[config.mk]
export PLATFORM = sky130hd
export DESIGN_NAME = w_dispatch
export DESIGN_NICKNAME = d
export VERILOG_FILES = /design/src/rtl/axi_xbar_pkg.sv /design/src/rtl/w_route_fifo.sv /design/src/rtl/w_dispatch.sv
export SDC_FILE = /design/constraint.sdc
export NUM_CORES = 1
export LEC_CHECK = 0
export BUFFER_PORTS_ARGS = -buffer_cell sky130_fd_sc_hd__buf_2
export CAP_MARGIN = 20
export CORE_MARGIN = 2
export CORE_UTILIZATION = 31
export CTS_BUF_LIST = sky130_fd_sc_hd__clkbuf_4
export CTS_CLUSTER_DIAMETER = 30
export DETAILED_ROUTE_END_ITERATION = 8
export PLACE_DENSITY = 0.56
export SYNTH_ARGS = -nofsm -noshare
export SYNTH_HDL_FRONTEND = slang
export SYNTH_SLANG_ARGS = --single-unit
[constraint.sdc]
create_clock -name ACLK -period 4.1 [get_ports ACLK]
set_input_delay 0.205 -clock ACLK [delete_from_list [all_inputs] [get_ports ACLK]]
set_output_delay 0.205 -clock ACLK [all_outputs]
set_load 0.02 [all_outputs]
[src/rtl/axi_xbar_pkg.sv]
// Purpose : shared types for the crossbar write path (route records, dispatch FSM states).
// Latency : n/a (types and constants only).
// Backpressure : n/a.
// Contents: AXI_LEN_W, SLV_W, route_t {slv, len}, wd_state_e {ST_IDLE, ST_BURST}.
package axi_xbar_pkg;

  localparam int AXI_LEN_W   = 8;
  localparam int NUM_SLV_MAX = 4;
  localparam int SLV_W       = $clog2(NUM_SLV_MAX);

  // One granted AW: which slave owns the burst and how many beats (minus one) it carries.
  typedef struct packed {
    logic [SLV_W-1:0]     slv;
    logic [AXI_LEN_W-1:0] len;
  } route_t;

  typedef enum logic {
    ST_IDLE  = 1'b0,
    ST_BURST = 1'b1
  } wd_state_e;

endpackage

[src/rtl/w_route_fifo.sv]
// Purpose : ring buffer of granted AW routes, consumed in grant order by the W dispatcher.
// Latency : a push becomes visible at front_o/empty_o on the cycle after it is written.
// Backpressure : push_i while full_o is dropped; pop_i while empty_o is ignored.
// Ports   : ACLK, ARESETn (sync, active-low), push_i/push_dat_i, pop_i, front_o, full_o, empty_o.
module w_route_fifo
  import axi_xbar_pkg::*;
#(
  parameter int DEPTH = 4
) (
  input  logic   ACLK,
  input  logic   ARESETn,
  input  logic   push_i,
  input  route_t push_dat_i,
  input  logic   pop_i,
  output route_t front_o,
  output logic   full_o,
  output logic   empty_o
);

  localparam int PTR_W = $clog2(DEPTH);
  localparam int CNT_W = PTR_W + 1;

  route_t             mem_q [DEPTH];
  logic [PTR_W-1:0]   wr_ptr_q;
  logic [PTR_W-1:0]   rd_ptr_q;
  logic [CNT_W-1:0]   cnt_q;
  logic               do_push;
  logic               do_pop;

  assign full_o  = (cnt_q == CNT_W'(DEPTH));
  assign empty_o = (cnt_q == '0);
  assign do_push = push_i & ~full_o;
  assign do_pop  = pop_i & ~empty_o;
  assign front_o = mem_q[rd_ptr_q];

  // Storage needs no reset: nothing reads it while the counter says empty.
  always_ff @(posedge ACLK) begin
    if (do_push) begin
      mem_q[wr_ptr_q] <= push_dat_i;
    end
  end

  // Pointers wrap naturally because DEPTH is a power of two.
  always_ff @(posedge ACLK) begin
    if (!ARESETn) begin
      wr_ptr_q <= '0;
      rd_ptr_q <= '0;
      cnt_q    <= '0;
    end else begin
      if (do_push) wr_ptr_q <= wr_ptr_q + 1'b1;
      if (do_pop)  rd_ptr_q <= rd_ptr_q + 1'b1;
      case ({do_push, do_pop})
        2'b10:   cnt_q <= cnt_q + 1'b1;
        2'b01:   cnt_q <= cnt_q - 1'b1;
        default: cnt_q <= cnt_q;
      endcase
    end
  end

endmodule

[src/rtl/w_dispatch.sv]
// Purpose : pops W beats from the master's W FIFO and steers them to the slave that won the AW, in grant order.
// Latency : route push -> first WVALID two edges later; back-to-back bursts leave with no bubble.
// Backpressure : WVALID held until WREADY of the selected slave; empty W FIFO drops WVALID and pauses the burst.
// Ports   : ACLK, ARESETn (sync, active-low); route_push/route_slv/route_len/route_full (AW grant queue);
//           fifo_empty/fifo_pop/front_W* (W FIFO front); WVALID_S/WREADY_S/WDATA_S/WSTRB_S/WLAST_S (slave W);
//           wlast_err (one-cycle pulse when the master's WLAST disagrees with the AWLEN-derived WLAST).
module w_dispatch
  import axi_xbar_pkg::*;
#(
  parameter int NUM_SLAVES  = 4,
  parameter int DATA_WIDTH  = 32,
  parameter int STRB_WIDTH  = 4,
  parameter int ROUTE_DEPTH = 4
) (
  input  logic                          ACLK,
  input  logic                          ARESETn,
  input  logic                          route_push,
  input  logic [$clog2(NUM_SLAVES)-1:0] route_slv,
  input  logic [AXI_LEN_W-1:0]          route_len,
  output logic                          route_full,
  input  logic                          fifo_empty,
  output logic                          fifo_pop,
  input  logic [DATA_WIDTH-1:0]         front_WDATA,
  input  logic [STRB_WIDTH-1:0]         front_WSTRB,
  input  logic                          front_WLAST,
  output logic [NUM_SLAVES-1:0]         WVALID_S,
  input  logic [NUM_SLAVES-1:0]         WREADY_S,
  output logic [DATA_WIDTH-1:0]         WDATA_S,
  output logic [STRB_WIDTH-1:0]         WSTRB_S,
  output logic                          WLAST_S,
  output logic                          wlast_err
);

  wd_state_e             state_q;
  logic [SLV_W-1:0]      sel_q;
  logic [AXI_LEN_W-1:0]  cur_len_q;
  logic [AXI_LEN_W-1:0]  beat_cnt_q;
  logic                  wlast_err_q;

  route_t                route_in;
  route_t                q_front;
  logic                  q_full;
  logic                  q_empty;
  logic                  q_pop;

  logic                  in_burst;
  logic                  beat_vld;
  logic                  hs;
  logic                  last_beat;

  assign route_in = '{slv: route_slv, len: route_len};

  w_route_fifo #(
    .DEPTH(ROUTE_DEPTH)
  ) u_route_fifo (
    .ACLK      (ACLK),
    .ARESETn   (ARESETn),
    .push_i    (route_push),
    .push_dat_i(route_in),
    .pop_i     (q_pop),
    .front_o   (q_front),
    .full_o    (q_full),
    .empty_o   (q_empty)
  );

  assign in_burst  = (state_q == ST_BURST);
  assign beat_vld  = in_burst & ~fifo_empty;
  assign hs        = beat_vld & WREADY_S[sel_q];
  assign last_beat = in_burst & (beat_cnt_q == cur_len_q);

  // Load the next route either from IDLE or on the final beat of the current burst,
  // so consecutive bursts run without an idle cycle between them.
  assign q_pop = ~q_empty & (~in_burst | (hs & last_beat));

  always_comb begin
    WVALID_S = '0;
    for (int i = 0; i < NUM_SLAVES; i++) begin
      WVALID_S[i] = beat_vld & (sel_q == SLV_W'(i));
    end
  end

  assign fifo_pop   = hs;
  assign WDATA_S    = front_WDATA;
  assign WSTRB_S    = front_WSTRB;
  assign WLAST_S    = last_beat;
  assign route_full = q_full;
  assign wlast_err  = wlast_err_q;

  always_ff @(posedge ACLK) begin
    if (!ARESETn) begin
      state_q     <= ST_IDLE;
      sel_q       <= '0;
      cur_len_q   <= '0;
      beat_cnt_q  <= '0;
      wlast_err_q <= 1'b0;
    end else begin
      // The master's WLAST is only audited; burst length always comes from AWLEN.
      wlast_err_q <= hs & (front_WLAST != last_beat);
      if (q_pop) begin
        state_q    <= ST_BURST;
        sel_q      <= q_front.slv;
        cur_len_q  <= q_front.len;
        beat_cnt_q <= '0;
      end else if (hs & last_beat) begin
        state_q    <= ST_IDLE;
      end else if (hs) begin
        beat_cnt_q <= beat_cnt_q + 1'b1;
      end
    end
  end

endmodule

==> flow_summary.toml, run 1 <==
[outcome]
status = "complete, no violations"

[detailed_routing]
via_count = 1858
drc = 0
dr.pass1.iters = 4
ant_nets = 0
drt_iter0_drc = 43
viasPerCell = 4.60
wl_per_cell_um = 14.6
drt_wl_total_mm = 5.88

[clocking]
htreeDepth = 3
cts_buffer_depth = 2
cts_hold_buf = 8
cts_resized = 0
clk_latency_ns = 0.41
cts_made_buffers = 9
cts_root_buf = "clkbuf_4"
clock_sinks = 67
clk_pin_slew_ns = 0.11
tritoncts = "yes"
postCtsSetupRepairBufs = 0

[sta]
totalNegativeSetupSlack_ns = 0
fmax_mhz = 368
relSlewSlack_pct = 38.2
rsz0062_at_grt = "false"
period_minus_slack_ns = 2.72
worstMarginPinSlew_ns = 0.919
hold_viol = 0
drv_slew = 0
setup_viol = 0
post-route-period-util_pct = 66.3
fin_skew_ns = 0.0108
postLayoutSetupSlackWorst_ns = 1.38

[die]
die-area_mm2 = 0.0112
start_util_pct = 31.6
core_mm2 = 0.0102
die_w_um = 106
rows = 37
die_y_um = 106
pin_count = 99

[synth]
async_flop_share_pct = 0
synth.yosys.seq_area_share_pct = 54.1
synth_ff_type = "edfxtp_1"
synth-seq-cells = 67
yosysUniqueCellTypes = 38
synth_area_mm2 = 0.00322
ys_warn_count = 0
synth_edf_count = 40
synthCells = 261
avgSynthCellArea_um2 = 12.3
mappedNetlistNets = 323

[min_path]
worstHoldPathType = "input port to register"

[layout]
layout_commonest_cell = "edfxtp_1"
mostFrequentLayoutCells = "edfxtp_1 (40), nand2_1 (27), dfxtp_1 (27)"
drive_gt1_share_pct = 20.5
syn_to_final_growth_pct = 6.80
n_antenna_cell = 0
nets = 326

[pwr]
p_leak_nw = 1.28
p_per_area_mw_per_mm2 = 613
p_total_w = 0.00211
vdd_drop_max_uv = 193

[critical_path]
worstPathMaxFanout = 7
cp-start-kind = "register"
critical_path_arrival_ns = 3.05
worstSetupPathType = "register to register"
required_ns = 4.43
cp-end-kind = "register"

[placed_design]
dp_hpwl_mm = 4.11
dp_slack_ns = 1.37
portBuffers = 26
gp_congestion = 0.711

[global_routing]
grt.total_usage_pct = 11.2
grt_pass1_vias = 1848
antenna_found_initial = 0
grt_pass1_wl_mm = 9.44
grt-ovfl-total = 0
grt_max_degree = 35

[flow_run]
drv_cap = 0
==> synth_stat cells, types with 5 or more instances <==
cell type	count	area, um^2
xnor2_1	11	96.3
ha_1	6	75.1
a21oi_1	6	30.0
edfxtp_1	40	1200
mux4_2	11	248
mux2i_1	15	150
and2_1	7	43.8
dfxtp_1	27	541
nor2_1	5	18.8
buf_4	36	270
nand3_1	6	30.0
o21ai_0	5	25.0
inv_1	10	37.5
nand2_1	27	101
clkbuf_1	6	22.5
or3_1	5	31.3
==> flip-flops by register name, summed over array words and instances (netlist names) <==
name and cells:
u_route_fifo.mem_q 40, in_burst 1, sel_q 2, u_route_fifo.wr_ptr_q 2, u_route_fifo.rd_ptr_q 2, wlast_err 1
cur_len_q 8, u_route_fifo.cnt_q 3, beat_cnt_q 8
==> stage by stage <==
stage               std cells  hold WS (ns)  util [%]  cell area, um^2
floorplan                 261         0.304         -             3220
global placement          380         0.410      31.6             3220
detailed placement        380         0.410      31.6             3220
CTS                       403        0.0101      33.7             3430
global route              404       0.00960      33.8             3440
finish                    404        0.0399      33.8             3440
==> power by group <==
part / internal (W) / switching, W
logic: 0.000341 / 0.000372
registers: 0.000851 / 0.000131
clock network: 0.000188 / 0.000228
==> cells by family after synthesis <==
group	Yosys count	synth area share [%]
AOI/OAI and AO/OA	20	3.92
adders and majority gates	7	2.95
DFF	67	54.1
muxes	26	12.4
and+or+nand+nor	73	12.2
buffers and inverters	55	10.9
xor gates and xnor gates	13	3.54
==> critical path, stage by stage, from the launching register on <==
cell and delay (ns):
dfxtp_1 0.44, mux4_2 0.56, nand2_4 0.14, nor4_4 0.07, o21ai_1 0.15, inv_1 0.06, ha_1 0.23, fa_1 0.38
xnor2_1 0.14, or3_1 0.30, a21boi_0 0.19
==> worst paths after layout <==
kind / from / endpoint / slack (ns) / cells after the start
max: sel_q[0]$_SDFFE_PN0P_ / u_route_fifo.cnt_q[2]$_SDFFE_PN0P_ / 1.38 / 10
max reg2reg: sel_q[0]$_SDFFE_PN0P_ / u_route_fifo.cnt_q[2]$_SDFFE_PN0P_ / 1.38 / 10
min: route_len[7] / u_route_fifo.mem_q[3][7]$_DFFE_PP_ / 0.04 / 1
min reg2reg: cur_len_q[5]$_SDFFE_PN0P_ / cur_len_q[5]$_SDFFE_PN0P_ / 0.48 / 2
==> layout make-up <==
type | instances | area, um^2
Sequential cell | 67 | 1740
Tap cell | 136 | 170
Fill cell | 1041 | 6750
Timing Repair Buffer | 36 | 228
Multi-Input combinational cell | 139 | 1130
Clock buffer | 10 | 75.1
Clock inverter | 5 | 55.1
Inverter | 11 | 42.5
==> routing by layer <==
metal | wire length (um) | track usage (%)
met3 | 376 | 3.86
met2 | 2610 | 16.6
met5 | 0 | 0
met1 | 2520 | 13.2
met4 | 372 | 8.55
(Power assumes the default switching activity.)
==> run 2: changes to the inputs <==
- PLACE_DENSITY: 0.56 -> 0.58
- clock period: 4.1 -> 2.44 ns (I/O delays scaled with it)
==> flow_summary.toml, run 2 (same netlist as run 1, synthesis figures left out) <==
[placed_design]
gp_congestion = 0.789
dp_hpwl_mm = 4.09
portBuffers = 26

[die]
rows = 37
die_y_um = 106
core_mm2 = 0.0102
die-area_mm2 = 0.0112
start_util_pct = 31.6
pin_count = 99
die_w_um = 106

[critical_path]
worstSetupPathType = "register to register"
critical_path_arrival_ns = 2.69
worstPathMaxFanout = 2
cp-start-kind = "register"
critPathMaxStageDelay_ns = 0.53
path_cells = "mux4_2, nand2_4, nor4_4, o21ai_2, inv_2, ha_4, fa_2, xnor2_1, or3_1, a21boi_1"
path_buf_inv = 1
cpMaxStageDelayCell = "mux4_2"
cp_top_family = "multiplexers"
cp-end-kind = "register"
required_ns = 2.78

[sta]
fmax_mhz = 427
worstMarginPinSlew_ns = 0.657
rsz0062_at_grt = "true"
relSlewSlack_pct = 56.1
period_minus_slack_ns = 2.34
hold_viol = 0
setup_viol = 0
fin_skew_ns = 0.0141
post-route-period-util_pct = 96.1
drv_slew = 0

[pwr]
p_per_area_mw_per_mm2 = 1050
p_total_w = 0.00372
p_leak_nw = 1.33
vdd_drop_max_uv = 307

[layout]
mostFrequentLayoutCells = "edfxtp_1 (40), nand2_1 (27), dfxtp_1 (26), buf_2 (26), mux2i_1 (15)"
n_antenna_cell = 0
largest_reg_flops = 40
final_core_util_pct = 34.8
top_register = "u_route_fifo.mem_q"
layout_commonest_cell = "edfxtp_1"
top_regs = "u_route_fifo.mem_q x40, beat_cnt_q x8, cur_len_q x8"
nets = 335
syn_to_final_growth_pct = 10.0
fill_cells = 1043
drive_gt1_share_pct = 25.2

[outcome]
status = "complete, no violations"

[global_routing]
grt-ovfl-total = 0
antenna_found_initial = 0
grt_pass1_wl_mm = 9.41
grt_pass1_vias = 1890
grt.total_usage_pct = 10.9
grt_max_degree = 35

[detailed_routing]
dr.pass1.iters = 5
wl_met1_mm = 2.62
via_count = 1909
viasPerCell = 4.61
top_layer = "met4"
drc = 0
wl_met3_um = 250
ant_nets = 0
drt_wl_total_mm = 5.73
wl_per_cell_um = 13.8
drt_iter0_drc = 75
wl_met2_mm = 2.64

[clocking]
tritoncts = "yes"
cts_made_buffers = 9
htreeDepth = 3
clk_latency_ns = 0.39
cts_buffer_depth = 2
cts_root_buf = "clkbuf_4"
clk_pin_slew_ns = 0.13
postCtsSetupRepairBufs = 0
clock_sinks = 67

[min_path]
worstHoldPathType = "input port to register"

[flow_run]
drv_cap = 0
==> run 2: stage by stage <==
step / instance area, um^2 / setup TNS, ns / hold slack [ns] / setup slack (ns) / cells
after floorplan: 3240 / -0.149 / 0.221 / -0.149 / 261
after CTS: 3540 / 0 / 0.0698 / 0.0620 / 414
after global placement: 3300 / 0 / 0.244 / 0.120 / 388
after detailed placement: 3300 / 0 / 0.244 / 0.0782 / 388
final: 3540 / 0 / 0.0880 / 0.0960 / 414
after global routing: 3540 / -0.0446 / 0.0377 / -0.0446 / 414
==> run 2: metal layers <==
layer | vias to the layer above | global-route usage (%)
li1 | 933 | -
met1 | 890 | 13.7
met2 | 51 | 16.8
met3 | 35 | 2.88
met4 | 0 | 6.77
met5 | - | 0
==> run 2: cell type report <==
type,instances,area [um^2],area share [%]
Tap cell,136,170,4.80
Multi-Input combinational cell,139,1150,32.3
Clock inverter,7,76.3,2.15
Timing Repair Buffer,45,298,8.40
Inverter,11,42.5,1.20
Sequential cell,67,1740,49.2
Clock buffer,9,67.6,1.91
==> run 2: worst min-delay path: stages <==
cell and delay [ns]:
buf_2 0.09, xor2_1 0.06, and3_1 0.18
==> run 2: worst paths after layout <==
| kind | cells after the start | end | from | slack, ns |
|---|---|---|---|---|
| max | 10 | u_route_fifo.cnt_q[2]$_SDFFE_PN0P_ | sel_q[0]$_SDFFE_PN0P_ | 0.1 |
| min | 3 | wlast_err$_SDFF_PN0_ | front_WLAST | 0.09 |
| max reg2reg | 10 | u_route_fifo.cnt_q[2]$_SDFFE_PN0P_ | sel_q[0]$_SDFFE_PN0P_ | 0.1 |
| min reg2reg | 2 | cur_len_q[2]$_SDFFE_PN0P_ | cur_len_q[2]$_SDFFE_PN0P_ | 0.48 |
==> run 2: what timing repair did <==
action | in CTS | in global routing
endpoints found under the hold margin | 40 | 0
resized for setup | 0 | 0
endpoints found under the setup margin | 0 | 1
hold buffers | 10 | 0
==> run 2: power by group <==
part | internal, W | leakage (nW) | switching (W) | total, W
logic | 0.000665 | 0.666 | 0.000729 | 0.00139
registers | 0.00143 | 0.588 | 0.000158 | 0.00159
clock network | 0.000319 | 0.0729 | 0.000422 | 0.000741
total | 0.00241 | 1.33 | 0.00131 | 0.00372
==> run 3: changes to the inputs <==
- CTS_BUF_LIST: sky130_fd_sc_hd__clkbuf_4 -> sky130_fd_sc_hd__clkbuf_4 sky130_fd_sc_hd__clkbuf_8
==> flow_summary.toml, run 3 (same netlist as run 1, synthesis figures left out) <==
[outcome]
status = "complete, no violations"

[placed_design]
gp_congestion = 0.789
dp_hpwl_mm = 4.09
portBuffers = 26

[pwr]
vdd_drop_max_uv = 318
power_frac_seq_pct = 40.7
clockPowerShare_pct = 23.7
combPwrFrac_pct = 35.6
p_leak_nw = 1.34
switching_share_pct = 34.1
p_per_area_mw_per_mm2 = 1090
p_sw_w = 0.00133
intPower_w = 0.00257

[die]
pin_count = 99
die_y_um = 106
start_util_pct = 31.6
die-area_mm2 = 0.0112
die_w_um = 106
core_mm2 = 0.0102
rows = 37

[critical_path]
startpoint = "sel_q[0]$_SDFFE_PN0P_"
worstSetupPathType = "register to register"
cp-start-kind = "register"
required_ns = 2.71
crit_path_end = "u_route_fifo.cnt_q[2]$_SDFFE_PN0P_"
cp-end-kind = "register"
timing.rr.end = "u_route_fifo.cnt_q[2]$_SDFFE_PN0P_"
reg2reg_depth = 10
reg2reg_from = "sel_q[0]$_SDFFE_PN0P_"
r2r_slack_ns = 0.11
worstPathMaxFanout = 2
critical_path_arrival_ns = 2.61

[layout]
mostFrequentLayoutCells = "edfxtp_1 (40), nand2_1 (27), dfxtp_1 (26), buf_2 (26), mux2i_1 (15)"
largest_reg_flops = 40
syn_to_final_growth_pct = 11.1
top_regs = "u_route_fifo.mem_q x40, beat_cnt_q x8, cur_len_q x8"
final_core_util_pct = 35.1
nets = 333
fill_cells = 1041
layout_commonest_cell = "edfxtp_1"
drive_gt1_share_pct = 25.4
top_register = "u_route_fifo.mem_q"
n_antenna_cell = 0

[global_routing]
grt.total_usage_pct = 10.9
grt_pass1_vias = 1886
grt_max_degree = 35
antenna_found_initial = 0
grt_pass1_wl_mm = 9.38
grt-ovfl-total = 0

[detailed_routing]
drt_iter0_drc = 59
drc = 0
wl_per_cell_um = 14.0
viasPerCell = 4.64
ant_nets = 0
via_count = 1913
dr.pass1.iters = 4
drt_wl_total_mm = 5.79

[sta]
post-route-period-util_pct = 95.6
period_minus_slack_ns = 2.33
fin_skew_ns = 0.00892
rsz0062_at_grt = "true"
relSlewSlack_pct = 55.1
worst_hold_slack_ns = 0.0177
setup_viol = 0
worstMarginPinSlew_ns = 0.673
fmax_mhz = 429
hold_viol = 0
totalNegativeSetupSlack_ns = 0
drv_slew = 0

[clocking]
cts_buffer_depth = 2
clk_pin_slew_ns = 0.08
cts_made_buffers = 9
tritoncts = "yes"
clk_latency_ns = 0.34
cts_root_buf = "clkbuf_8"
clock_sinks = 67
htreeDepth = 3

[flow_run]
drv_cap = 0

[min_path]
worstHoldPathType = "input port to register"
run 3: power by group through the flow:
stage                     clock [W]  sequential, W  combinational (W)
after floorplan                   0        0.00158            0.00116
after global placement            0        0.00161            0.00139
after detailed placement          0        0.00162            0.00140
after CTS                  0.000952        0.00160            0.00142
after global routing        0.00101        0.00162            0.00154
final                      0.000926        0.00159            0.00139
run 3: area by class of cell:
class | instances | area (um^2) | share of cell area [%]
timing repair buffer | 43 | 278 | 7.76
clock inverter | 7 | 76.3 | 2.13
inverter | 11 | 42.5 | 1.19
multi-input combinational | 139 | 1150 | 32.0
tap | 136 | 170 | 4.75
clock buffer | 9 | 124 | 3.46
sequential | 67 | 1740 | 48.7
run 3: through the flow:
stage | power [W] | setup slack [ns] | instance area [um^2] | instances
finish | 0.00391 | 0.107 | 3580 | 412
CTS | 0.00396 | 0.0723 | 3580 | 412
floorplan | 0.00274 | -0.149 | 3240 | 261
global route | 0.00417 | -0.0341 | 3580 | 412
global placement | 0.00300 | 0.120 | 3300 | 388
detailed placement | 0.00302 | 0.0782 | 3300 | 388
run 3: worst min-delay path by stage:
| stage | from | end | slack (ns) | cells after the start |
|---|---|---|---|---|
| floorplan | route_len[0] | u_route_fifo.mem_q[0][0]$_DFFE_PP_ | 0.22 | 0 |
| global placement | front_WDATA[6] | WDATA_S[6] | 0.24 | 0 |
| detailed placement | front_WDATA[6] | WDATA_S[6] | 0.24 | 0 |
| CTS | route_slv[1] | u_route_fifo.mem_q[0][9]$_DFFE_PP_ | 0.005 | 1 |
| global route | route_len[6] | u_route_fifo.mem_q[0][6]$_DFFE_PP_ | 0.005 | 1 |
| finish | route_slv[1] | u_route_fifo.mem_q[1][9]$_DFFE_PP_ | 0.02 | 1 |
run 3: metal layers:
layer  vias up  wire [um]  track usage [%]
met5         -          0                0
met4         0        232             7.05
met3        35        278             2.51
met2        50       2660             16.8
met1       903       2610             13.6
li1        925          -                -
run 3: timing repair:
action	4_1_cts	5_1_grt
buffers inserted	0	0
endpoints found under the setup margin	0	1
hold buffers	8	0
gates resized for setup	0	0
endpoints found under the hold margin	28	0
run 3: critical path, cell delays in order (launching register included):
cell and delay (ns):
dfxtp_2 0.34, mux4_2 0.53, nand2_4 0.10, nor4_4 0.04
o21ai_2 0.14, inv_2 0.06, ha_4 0.16, fa_2 0.35
xnor2_1 0.14, or3_1 0.30, a21boi_1 0.11
